==> config.mk <==
export PLATFORM = sky130hd
export DESIGN_NAME = mem_stream_packer
export DESIGN_NICKNAME = d
export VERILOG_FILES = /design/src/rtl/mem_stream_packer.sv
export SDC_FILE = /design/constraint.sdc
export NUM_CORES = 1
export LEC_CHECK = 0
export CORE_MARGIN = 1.5
export CORE_UTILIZATION = 40
export DETAILED_ROUTE_END_ITERATION = 10
export MAX_ROUTING_LAYER = met4
export PLACE_DENSITY = 0.68
export SYNTH_ARGS = -nofsm -noshare
export SYNTH_HDL_FRONTEND = slang
export SYNTH_SLANG_ARGS = --single-unit
==> constraint.sdc <==
create_clock -name axis_aclk -period 3.8 [get_ports axis_aclk]
set_clock_uncertainty 0.1 [all_clocks]
set_input_delay 0.38 -clock axis_aclk [delete_from_list [all_inputs] [get_ports axis_aclk]]
set_output_delay 0.38 -clock axis_aclk [all_outputs]
set_load 0.05 [all_outputs]
==> src/rtl/mem_stream_packer.sv <==
// Packs read/write requests and a write-data stream into AXI-Stream frames:
// one header beat, then len+1 payload beats for writes. tlast marks frame end.
module mem_stream_packer #(
  parameter int MEM_SIZE   = 4096,
  parameter int ADDR_WIDTH = 12,
  parameter int DATA_WIDTH = 32,
  parameter int LEN_WIDTH  = 8
) (
  input  logic                    axis_aclk,
  input  logic                    axis_aresetn,
  input  logic                    req_valid,
  output logic                    req_ready,
  input  logic                    req_wr,
  input  logic [ADDR_WIDTH-1:0]   req_addr,
  input  logic [LEN_WIDTH-1:0]    req_len,
  input  logic [DATA_WIDTH-1:0]   wd_tdata,
  input  logic [DATA_WIDTH/8-1:0] wd_tstrb,
  input  logic                    wd_tvalid,
  output logic                    wd_tready,
  output logic [DATA_WIDTH-1:0]   m01_axis_tdata,
  output logic [DATA_WIDTH/8-1:0] m01_axis_tstrb,
  output logic                    m01_axis_tvalid,
  output logic                    m01_axis_tlast,
  input  logic                    m01_axis_tready,
  output logic                    req_err,
  output logic                    busy,
  output logic [15:0]             frame_cnt
);

  localparam int STRB_W = DATA_WIDTH / 8;
  localparam int SUM_W  = ADDR_WIDTH + LEN_WIDTH + 1;
  localparam logic [SUM_W-1:0] LAST_WORD = SUM_W'(MEM_SIZE - 1);

  typedef enum logic [1:0] {IDLE, HDR, DATA} state_e;

  state_e                state_q;
  logic                  wr_q;
  logic [ADDR_WIDTH-1:0] addr_q;
  logic [LEN_WIDTH-1:0]  len_q;
  logic [LEN_WIDTH-1:0]  cnt_q;
  logic [DATA_WIDTH-1:0] tdata_q;
  logic [STRB_W-1:0]     tstrb_q;
  logic                  tvalid_q;
  logic                  tlast_q;
  logic                  req_err_q;
  logic [15:0]           frame_cnt_q;

  logic [SUM_W-1:0]      end_addr_d;
  logic [DATA_WIDTH-1:0] hdr_d;
  logic                  out_done;
  logic                  out_free;
  logic                  req_fire;
  logic                  wd_fire;
  logic                  hdr_load;

  function automatic logic [DATA_WIDTH-1:0] make_header(
    input logic                  wr,
    input logic [ADDR_WIDTH-1:0] addr,
    input logic [LEN_WIDTH-1:0]  len
  );
    logic [DATA_WIDTH-1:0] h;
    h        = '0;
    h[31]    = wr;
    h[23:16] = 8'(len);
    h[15:0]  = 16'(addr);
    return h;
  endfunction

  // Extra carry bit keeps addr + len from wrapping before the bound compare.
  assign end_addr_d = SUM_W'(req_addr) + SUM_W'(req_len);
  assign hdr_d      = make_header(wr_q, addr_q, len_q);

  assign out_done  = tvalid_q && m01_axis_tready;
  assign out_free  = !tvalid_q || m01_axis_tready;
  assign req_ready = axis_aresetn && (state_q == IDLE) &&
                     (!tvalid_q || (m01_axis_tready && tlast_q));
  assign wd_tready = (state_q == DATA) && out_free;
  assign req_fire  = req_valid && req_ready;
  assign wd_fire   = wd_tvalid && wd_tready;
  assign hdr_load  = (state_q == HDR) && out_free;

  always_ff @(posedge axis_aclk or negedge axis_aresetn) begin
    if (!axis_aresetn) begin
      state_q     <= IDLE;
      wr_q        <= 1'b0;
      addr_q      <= '0;
      len_q       <= '0;
      cnt_q       <= '0;
      tdata_q     <= '0;
      tstrb_q     <= '0;
      tvalid_q    <= 1'b0;
      tlast_q     <= 1'b0;
      req_err_q   <= 1'b0;
      frame_cnt_q <= '0;
    end else begin
      req_err_q <= 1'b0;
      if (out_done && tlast_q) begin
        frame_cnt_q <= frame_cnt_q + 16'd1;
      end

      // Output register: a new beat may load in the same cycle the old one drains.
      if (hdr_load) begin
        tdata_q  <= hdr_d;
        tstrb_q  <= '1;
        tlast_q  <= !wr_q;
        tvalid_q <= 1'b1;
      end else if (wd_fire) begin
        tdata_q  <= wd_tdata;
        tstrb_q  <= wd_tstrb;
        tlast_q  <= (cnt_q == '0);
        tvalid_q <= 1'b1;
      end else if (out_done) begin
        tvalid_q <= 1'b0;
      end

      case (state_q)
        IDLE: begin
          if (req_fire) begin
            wr_q   <= req_wr;
            addr_q <= req_addr;
            len_q  <= req_len;
            cnt_q  <= req_len;
            if (end_addr_d > LAST_WORD) begin
              req_err_q <= 1'b1;
            end else begin
              state_q <= HDR;
            end
          end
        end
        HDR: begin
          if (out_free) begin
            state_q <= wr_q ? DATA : IDLE;
          end
        end
        DATA: begin
          if (wd_fire) begin
            cnt_q <= cnt_q - LEN_WIDTH'(1);
            if (cnt_q == '0) begin
              state_q <= IDLE;
            end
          end
        end
        default: state_q <= IDLE;
      endcase
    end
  end

  assign m01_axis_tdata  = tdata_q;
  assign m01_axis_tstrb  = tstrb_q;
  assign m01_axis_tvalid = tvalid_q;
  assign m01_axis_tlast  = tlast_q;
  assign req_err         = req_err_q;
  assign frame_cnt       = frame_cnt_q;
  assign busy            = (state_q != IDLE) || tvalid_q;

endmodule

==> results.py <==
metrics = {
    "timing": {
        "period_minus_slack_ns": 2.80,
        "tightest_slew_ns": 0.750,
        "finalHoldViolations": 0,
        "slew_headroom_pct": 50.0,
        "timing.fmax_ghz": 0.357,
        "fin_crit_sh_pct": 73.7,
        "setup_viol": 0,
        "rsz0062_at_grt": "false",
        "slew_violations": 0,
        "fin_setup_tns_ns": 0,
    },
    "grt": {
        "use_met2_pct": 33.5,
        "antenna_found_initial": 0,
        "overflow": 0,
        "first_global_vias": 3371,
        "gr-usage-met1_pct": 30.8,
        "track_usage_pct": 22.1,
        "busiest_layer": "met2",
        "global_route.usage.met3_pct": 2.33,
        "grt_pass1_wl_um": 17100,
        "grt_max_degree": 59,
    },
    "setup_path": {
        "worstSetupEndpointType": "output pin",
        "cp_data_arrival_time_ns": 2.32,
        "critPathMaxFanout": 32,
        "critPathLaunchType": "primary input",
        "cp.required_ns": 3.32,
        "crit_type": "in2out",
        "r2r_setup_slack_ns": 1.55,
    },
    "synth": {
        "synth_top_area_share_pct": 55.1,
        "synth_top_family_by_area": "simple AND/OR/NAND/NOR gates",
        "synth_compound_area_share_pct": 10.1,
        "muxShareOfSynthArea_pct": 0.256,
        "synth_most_common_cell": "nand2_1",
        "synth_edf_count": 0,
        "yosys-top-cells-count": "99 x nand2_1, 86 x dfrtp_1, 33 x nor2_1",
        "ys_seq_elements": 86,
        "yosys_warnings": 0,
        "synth-simple-area-share_pct": 24.2,
        "synth_ff_type": "dfrtp_1",
        "synth_area_leader_cell": "dfrtp_1",
        "synth-async-reset-ratio_pct": 100,
        "synth_xor_area_share_pct": 3.36,
        "ys_types": 44,
        "synthesis.nets": 489,
        "synthAdderAreaFrac_pct": 3.72,
        "postSynthAreaPerCell_um2": 9.39,
        "synth.top_cells.by_area": "dfrtp_1 55%, nand2_1 9.5%, o22ai_1 3.5%",
        "syn_area_um2": 3910,
        "ys_seq_area_share_pct": 55.1,
        "syn_inst": 416,
    },
    "cts": {
        "path_clk_slew_ns": 0.10,
        "cts_buffers": 9,
        "post_cts_buffers": 0,
        "clock-sinks": 86,
        "cts_buffer_depth": 2,
        "htree_levels": 3,
        "clockRootBuffer": "clkbuf_8",
        "clock_latency_ns": 0.36,
        "cts_tree": "built",
    },
    "cells_and_area": {
        "layout-drive-gt1-share_pct": 6.16,
        "nNetsFinal": 604,
        "areaGrowthSynthToFinish_pct": 39.1,
        "final_util_pct": 58.0,
        "antenna_cells": 0,
    },
    "drt": {
        "post_drt_wl_per_cell_um": 16.1,
        "vias_per_cell": 5.20,
        "final_antenna_net_count": 0,
        "vias": 3457,
        "drtIter0Drc": 167,
        "drc_errors": 0,
        "firstDrtPassIters": 5,
        "drt_wl_total_um": 10700,
    },
    "floorplanning": {
        "dieArea_um2": 10400,
        "io_pins": 120,
        "coreArea_um2": 9370,
        "initial_utilization_pct": 41.7,
        "die_y_um": 102,
        "row_count": 35,
        "die_w_um": 102,
    },
    "pwr": {
        "power_density_nw_per_um2": 808,
        "peakVddDrop_v": 0.000334,
        "power.leakage_nw": 2.44,
    },
    "placed_design": {
        "gp_congestion": 0.879,
        "io_buffers": 119,
        "dp_hpwl_um": 7620,
    },
    "outcome": {
        "status": "finished, final reports clean",
    },
    "job": {
        "maxCapViolCount": 0,
    },
    "worst_hold_path": {
        "hold_class": "reg2reg",
    },
}
-- power by group --
group	leakage [nW]	switching (mW)	internal, mW
Clock	0.106	0.354	0.314
Combinational	1.27	1.42	0.770
Sequential	1.06	0.254	1.28
Total	2.44	2.03	2.37
-- layout make-up --
| type | count | area (um2) |
|---|---|---|
| fill | 889 | 3940 |
| clock buffer | 9 | 124 |
| clock inverter | 7 | 81.3 |
| sequential | 86 | 2150 |
| multi-input combinational | 298 | 1630 |
| inverter | 9 | 33.8 |
| timing repair buffer | 127 | 1250 |
| tap | 129 | 161 |
-- worst paths after layout --
kind,from,cells after the start,to
max,axis_aresetn,4,req_ready
min,frame_cnt[15]$_DFFE_PN0P_,1,frame_cnt[15]$_DFFE_PN0P_
max reg2reg,state_q[0]$_DFFE_PN0P_,5,cnt_q[2]$_DFFE_PN0P_
min reg2reg,frame_cnt[15]$_DFFE_PN0P_,1,frame_cnt[15]$_DFFE_PN0P_
max in group asynchronous,axis_aresetn,3,m01_axis_tdata[21]$_DFFE_PN0P_
min in group asynchronous,axis_aresetn,2,m01_axis_tdata[4]$_DFFE_PN0P_
-- stage by stage --
| step | power, mW | area (um2) | hold slack (ns) | worst slack (ns) | cells |
|---|---|---|---|---|---|
| floorplan | 2.98 | 3910 | -0.0156 | 1.77 | 416 |
| global placement | 3.70 | 5220 | 0.236 | 1.24 | 648 |
| CTS | 4.43 | 5440 | 0.380 | 0.967 | 665 |
| detailed placement | 3.75 | 5220 | 0.238 | 1.22 | 648 |
| finish | 4.39 | 5440 | 0.371 | 1.00 | 665 |
| global route | 4.66 | 5440 | 0.401 | 0.876 | 665 |
-- worst max-delay path, cell delays in order --
cell             delay, ns
dlygate4sd3_1         0.53
buf_4                 0.37
and3_1                0.23
clkdlybuf4s50_1       0.81
-- cell usage in the layout (no fill, tap or decap), drive strengths merged, types with 8 or more instances in the layout --
cell	Yosys	final
clkdlybuf4s50	0	118
nand2	99	99
dfrtp	86	86
nor2	37	37
nor3	24	24
o22ai	22	22
nand3	21	21
o21ai	15	15
inv	9	12
xnor2	10	10
ha	10	10
clkbuf	14	9
a21oi	8	8
buf	9	8
-- cells by family after synthesis --
group,count (synthesis)
buffers and inverters,32
AOI/OAI and AO/OA,62
muxes,1
xor gates and xnor gates,15
and+or+nand+nor,209
DFF,86
adders and majority gates,11
-- flip-flops by register name (all words and copies together), names as in the netlist --
signal	cells
addr_q	12
cnt_q	8
frame_cnt	16
len_q	8
m01_axis_tdata	32
m01_axis_tlast	1
m01_axis_tstrb	4
m01_axis_tvalid	1
req_err	1
state_q	2
wr_q	1
-- timing repair --
| item | in CTS | in global routing |
|---|---|---|
| hold buffers | 1 | 0 |
| gates resized for setup | 0 | 0 |
| setup endpoints to repair | 0 | 0 |
| endpoints found under the hold margin | 28 | 0 |
-- metal layers --
| metal | part of all wire (%) | vias to the layer above |
|---|---|---|
| met4 | 2.2 | 0 |
| met1 | 45 | 1658 |
| met5 | 0 | - |
| met3 | 5.5 | 18 |
| met2 | 47 | 137 |
| li1 | - | 1644 |
(Power assumes the default switching activity.)
